File: config.mk
export PLATFORM = sky130hd
export DESIGN_NAME = rc4_decryptor
export DESIGN_NICKNAME = d
export VERILOG_FILES = /design/src/rtl/rc4_pkg.sv /design/src/rtl/rc4_char_check.sv /design/src/rtl/rc4_decryptor.sv
export SDC_FILE = /design/constraint.sdc
export NUM_CORES = 1
export LEC_CHECK = 0
export BUFFER_PORTS_ARGS = -buffer_cell sky130_fd_sc_hd__buf_2
export CORE_MARGIN = 2
export CORE_UTILIZATION = 62
export DETAILED_ROUTE_END_ITERATION = 8
export PLACE_DENSITY = 0.82
export SLEW_MARGIN = 40
export SYNTH_ARGS = -nofsm -noshare
export SYNTH_HDL_FRONTEND = slang
export SYNTH_SLANG_ARGS = --single-unit
File: constraint.sdc
create_clock -name clk -period 4.7 [get_ports clk]
set_input_delay 0 -clock clk [delete_from_list [all_inputs] [get_ports clk]]
set_output_delay 0 -clock clk [all_outputs]
set_load 0.05 [all_outputs]
File: src/rtl/rc4_pkg.sv
// rc4_pkg: shared definitions for the RC4 PRGA / decryption datapath.
//   - FSM state encoding for rc4_decryptor. The low three bits of every
//     state code are the s_wren, d_wren and finish strobes, so those outputs
//     come straight off state flops. The upper three bits only tell apart
//     states whose strobe bits are equal.
//   - Character-class constants used by rc4_char_check.
//   - Default message length.
package rc4_pkg;

    localparam int MSG_LEN_DEF = 32;

    localparam logic [7:0] CHAR_A  = 8'h61;
    localparam logic [7:0] CHAR_Z  = 8'h7A;
    localparam logic [7:0] CHAR_SP = 8'h20;

    // Bit positions of the strobes embedded in the state code.
    localparam int BIT_S_WREN = 0;
    localparam int BIT_D_WREN = 1;
    localparam int BIT_FINISH = 2;

    // Layout: {id[2:0], finish, d_wren, s_wren}
    typedef enum logic [5:0] {
        ST_IDLE    = 6'b000_000,
        ST_ADDR_I  = 6'b001_000,
        ST_WAIT_I  = 6'b010_000,
        ST_READ_I  = 6'b011_000,
        ST_WAIT_J  = 6'b100_000,
        ST_READ_J  = 6'b101_000,
        ST_WAIT_F  = 6'b110_000,
        ST_READ_F  = 6'b111_000,
        ST_WRITE_J = 6'b000_001,
        ST_WRITE_I = 6'b001_001,
        ST_WRITE_D = 6'b000_010,
        ST_DONE    = 6'b000_100
    } state_t;

endpackage

File: src/rtl/rc4_char_check.sv
// rc4_char_check: combinational plaintext character classifier.
// A byte passes when it is a lowercase ASCII letter ('a'..'z') or a space.
// Ports:
//   data  in  8  candidate plaintext byte
//   valid out 1  1 when data is 'a'..'z' or ' '
module rc4_char_check
    import rc4_pkg::*;
(
    input  logic [7:0] data,
    output logic       valid
);

    assign valid = ((data >= CHAR_A) && (data <= CHAR_Z)) || (data == CHAR_SP);

endmodule

File: src/rtl/rc4_decryptor.sv
// rc4_decryptor: RC4 keystream generator (PRGA) and message decryptor.
// Runs after the KSA shuffler on the same single-port 256x8 S-memory.
// For every message byte it advances i/j, swaps S[i]/S[j], looks up the
// keystream byte S[S[i]+S[j]], XORs it with the encrypted ROM byte and writes
// the plaintext to the decrypted RAM. The pass aborts on the first byte that
// is not lowercase ASCII or space; key_valid reports the outcome.
// Ports:
//   clk        in   1       clock
//   reset_n    in   1       asynchronous active-low reset
//   start      in   1       begin a pass (only honoured in IDLE)
//   s_q        in   8       S-memory read data
//   e_q        in   8       encrypted ROM read data
//   s_address  out  8       S-memory address
//   s_data     out  8       S-memory write data
//   s_wren     out  1       S-memory write enable
//   e_address  out  MSG_AW  encrypted ROM address
//   d_address  out  MSG_AW  decrypted RAM address
//   d_data     out  8       decrypted RAM write data
//   d_wren     out  1       decrypted RAM write enable
//   finish     out  1       one-cycle pulse at pass end
//   key_valid  out  1       pass result, held until the next accepted start
module rc4_decryptor
    import rc4_pkg::*;
#(
    parameter int MSG_LEN = MSG_LEN_DEF,
    parameter int MSG_AW  = 5
) (
    input  logic              clk,
    input  logic              reset_n,
    input  logic              start,
    input  logic [7:0]        s_q,
    input  logic [7:0]        e_q,
    output logic [7:0]        s_address,
    output logic [7:0]        s_data,
    output logic              s_wren,
    output logic [MSG_AW-1:0] e_address,
    output logic [MSG_AW-1:0] d_address,
    output logic [7:0]        d_data,
    output logic              d_wren,
    output logic              finish,
    output logic              key_valid
);

    localparam logic [MSG_AW-1:0] LAST_K = MSG_AW'(MSG_LEN - 1);

    state_t            state;
    logic [7:0]        i;
    logic [7:0]        j;
    logic [7:0]        si;
    logic [7:0]        sj;
    logic [MSG_AW-1:0] k;
    logic              char_ok;

    rc4_char_check u_char_check (
        .data  (d_data),
        .valid (char_ok)
    );

    // Strobes are plain state bits: no decode logic, no glitches.
    assign s_wren = state[BIT_S_WREN];
    assign d_wren = state[BIT_D_WREN];
    assign finish = state[BIT_FINISH];

    always_ff @(posedge clk or negedge reset_n) begin
        if (!reset_n) begin
            state     <= ST_IDLE;
            i         <= '0;
            j         <= '0;
            k         <= '0;
            si        <= '0;
            sj        <= '0;
            s_address <= '0;
            s_data    <= '0;
            e_address <= '0;
            d_address <= '0;
            d_data    <= '0;
            key_valid <= 1'b0;
        end else begin
            case (state)
                ST_IDLE: begin
                    i         <= '0;
                    j         <= '0;
                    k         <= '0;
                    si        <= '0;
                    sj        <= '0;
                    s_address <= '0;
                    s_data    <= '0;
                    e_address <= '0;
                    d_address <= '0;
                    d_data    <= '0;
                    if (start) begin
                        key_valid <= 1'b0;
                        state     <= ST_ADDR_I;
                    end
                end
                ST_ADDR_I: begin
                    i         <= 8'(i + 8'd1);
                    s_address <= 8'(i + 8'd1);
                    e_address <= k;
                    state     <= ST_WAIT_I;
                end
                ST_WAIT_I: state <= ST_READ_I;
                ST_READ_I: begin
                    si        <= s_q;
                    j         <= 8'(j + s_q);
                    s_address <= 8'(j + s_q);
                    state     <= ST_WAIT_J;
                end
                ST_WAIT_J: state <= ST_READ_J;
                ST_READ_J: begin
                    sj     <= s_q;
                    s_data <= si;
                    state  <= ST_WRITE_J;
                end
                // S[j] <= si happens on the edge leaving this state.
                ST_WRITE_J: begin
                    s_address <= i;
                    s_data    <= sj;
                    state     <= ST_WRITE_I;
                end
                // S[i] <= sj; when i==j both writes carry the same value.
                ST_WRITE_I: begin
                    s_address <= 8'(si + sj);
                    state     <= ST_WAIT_F;
                end
                ST_WAIT_F: state <= ST_READ_F;
                ST_READ_F: begin
                    d_data    <= s_q ^ e_q;
                    d_address <= k;
                    state     <= ST_WRITE_D;
                end
                // The byte is written here regardless of its class.
                ST_WRITE_D: begin
                    if (!char_ok) begin
                        key_valid <= 1'b0;
                        state     <= ST_DONE;
                    end else if (k == LAST_K) begin
                        key_valid <= 1'b1;
                        state     <= ST_DONE;
                    end else begin
                        k     <= k + MSG_AW'(1);
                        state <= ST_ADDR_I;
                    end
                end
                ST_DONE: state <= ST_IDLE;
                default: state <= ST_IDLE;
            endcase
        end
    end

endmodule

==> metrics.cfg <==
[placement]
io_buffers=56
dpl-instance-area_um2=4414
dp_slack_ns=2.150
finalWeightedCongestion=0.9006
placed_cells=545
dp_hpwl_mm=7.264

[layout]
fill_cells=464
register_area_um2=1952
nets=535
finish.utilization=0.7471
syn_to_final_growth_pct=16.46
final_cell_mix=78 x dfrtp_1, 60 x nand2_1, 55 x buf_2, 40 x o21ai_0, 28 x nand3_1
layout_commonest_cell=dfrtp_1
fin_area_um2=4771
multi_input_area_um2=1984
diodes=0
drive_gt1_frac=0.1617
finalNonFillerCells=578

[sta]
tightest_slew_ns=0.7547
layout_setup_ws_ns=1.990
setup-tns-final_ns=0
slew-limit-headroom=0.4957
hold_viol=0
setup_viol=0
max_freq_ghz=0.3690
fin_crit_sh=0.5766
rsz0062_at_grt=no
worst_hold_slack_ns=0.2390
finClkSkew_ns=0.006650
drv_slew=0
period_minus_slack_ns=2.710

[synthesis]
synth_edf_count=0
synthesis.nets=465
yosys.area.top_type=dfrtp_1
synthesis.instances=427
yosys.area.top_type_share=0.4765
synth_top_cells_by_area=dfrtp_1 48%, nand2_1 5.5%, ha_1 5.2%, o21ai_0 4.9%, nand3_1 3.4%
netlist_area_um2=4096
synth_cell_types=50
synth.ff_latch_count=78
synth_flop_cell=dfrtp_1
synth_area_per_cell_um2=9.594
async_flop_share=1.000
yosys_warnings=0
seq_area_frac_synth=0.4765

[die]
dieArea_um2=7274
core_area_um2=6386
io_pins=57
row_count=29
dieWidth_um=85.29
die_y_um=85.29
start_util=0.6415

[power_and_ir_drop]
total_power_mw=2.936
p_seq_frac=0.357
p_sw_frac=0.4779
power_switching_mw=1.403
powerDensity_nw_per_um2=615.5
clockPowerShare=0.156
p_leak_nw=2.519
p_int_mw=1.533
combPwrFrac=0.488
ir_drop_mv=0.4180

[drt]
vias=3597
drcViolationCount=0
wire_per_inst_um=18.18
ant_nets=0
via_per_inst=6.223
finalWirelength_mm=10.51
first_pass_iters=5
drt-initial-drc-count=247

[clocking]
postCtsHoldBufs=18
post_cts_buffers=0
cts.sinks=78
cts_root_buf=clkbuf_8
numCtsBuffers=9
clkTransAtPathRegs_ns=0.08
htreeDepth=3
insertion_delay_ns=0.35
cts_tree=built
clock_path_buffers=2
cts_resized=0

[setup_path]
crit_type=reg -> reg
r2r_cells=6
critPathRequiredTime_ns=4.93
endpoint_kind=register
worstPathArrival_ns=2.94
start_kind=register
cp_max_fo=18
reg2reg_to=s_data[1]
r2r-start=state[0]
r2r_slack_ns=1.99

[global_route]
grt_antenna_before_repair=0
overflow=0
grtUsageTotal=0.3151
grt_max_degree=79
grt_pass1_vias=3629
grt_pass1_wl_mm=17.89

[flow_run]
max_cap_viol_count=0

[hold_path]
hold_class=in -> async

[run_status]
outcome=finished, final reports clean

worst max-delay path, cell delays in order, from the launching register on:
cell	delay, ns
dfrtp_1	0.54
nor4b_4	0.48
nand2_1	0.14
nor2_2	0.59
nor2_1	0.34
a222oi_1	0.40
inv_1	0.09
routing by layer:
metal | wire, µm | GRT usage | share of wire
met4 | 401 | 0.1558 | 0.038
met3 | 563 | 0.04961 | 0.054
met5 | 0 | 0 | 0
met2 | 5155 | 0.5163 | 0.49
met1 | 4389 | 0.4089 | 0.42
power by group through the flow:
| stage | combinational [mW] | clock [mW] | sequential, mW |
|---|---|---|---|
| 2_1_floorplan | 0.850 | 0 | 1.23 |
| 3_3_place_gp | 1.35 | 0 | 1.05 |
| 3_5_place_dp | 1.39 | 0 | 1.05 |
| 4_1_cts | 1.42 | 0.460 | 1.04 |
| 5_1_grt | 1.56 | 0.489 | 1.07 |
| 6_report | 1.43 | 0.457 | 1.05 |
worst max path at each step:
stage / start / to / slack (ns) / cells past startpoint
final: state[0] / s_data[1] / 1.99 / 6
after global routing: state[0] / s_data[0] / 1.82 / 6
after CTS: state[0] / s_data[1] / 2.12 / 6
after detailed placement: state[0] / s_data[1] / 2.15 / 6
after global placement: state[0] / s_data[0] / 2.28 / 6
after floorplan: state[1] / s_address[4] / 2.45 / 7
state kept, by name, summed over array words and instances (netlist names):
name and cells:
d_data 8, i 8, j 8, s_address 8, s_data 8, si 8
sj 8, state 6, d_address 5, e_address 5, k 5, key_valid 1
logic make-up (layout without fill, tap and decap cells):
group | after synthesis | in the layout | share of synthesized area
AO/OA/AOI/OAI | 107 | 107 | 0.1759
XOR/XNOR | 18 | 18 | 0.04185
adder cells (fa/ha/maj) | 19 | 19 | 0.06170
buffers and inverters | 40 | 114 | 0.03971
flip-flops | 78 | 78 | 0.4765
multiplexers | 2 | 2 | 0.004887
AND/OR/NAND/NOR | 163 | 163 | 0.1994
synthesized netlist by cell type, types with 4 or more instances:
library cell	count
and3_1	5
ha_1	17
nor2_1	28
o21ai_0	40
a222oi_1	9
nand2_1	60
a21o_1	7
nand2b_1	4
nor3_1	7
dfrtp_1	78
a22o_1	15
xnor2_1	15
nand3_1	28
nor2b_1	4
a21oi_1	15
inv_1	24
or3_1	6
buf_2	4
clkbuf_1	10
layout make-up:
type / instances / share of cell area
clock buffer: 11 / 0.03173
clock inverter: 4 / 0.004721
inverter: 24 / 0.01888
multi-input combinational: 309 / 0.4159
sequential: 78 / 0.4091
tap: 77 / 0.02019
timing repair buffer: 75 / 0.09940
Power figures use the tool's default switching activity.
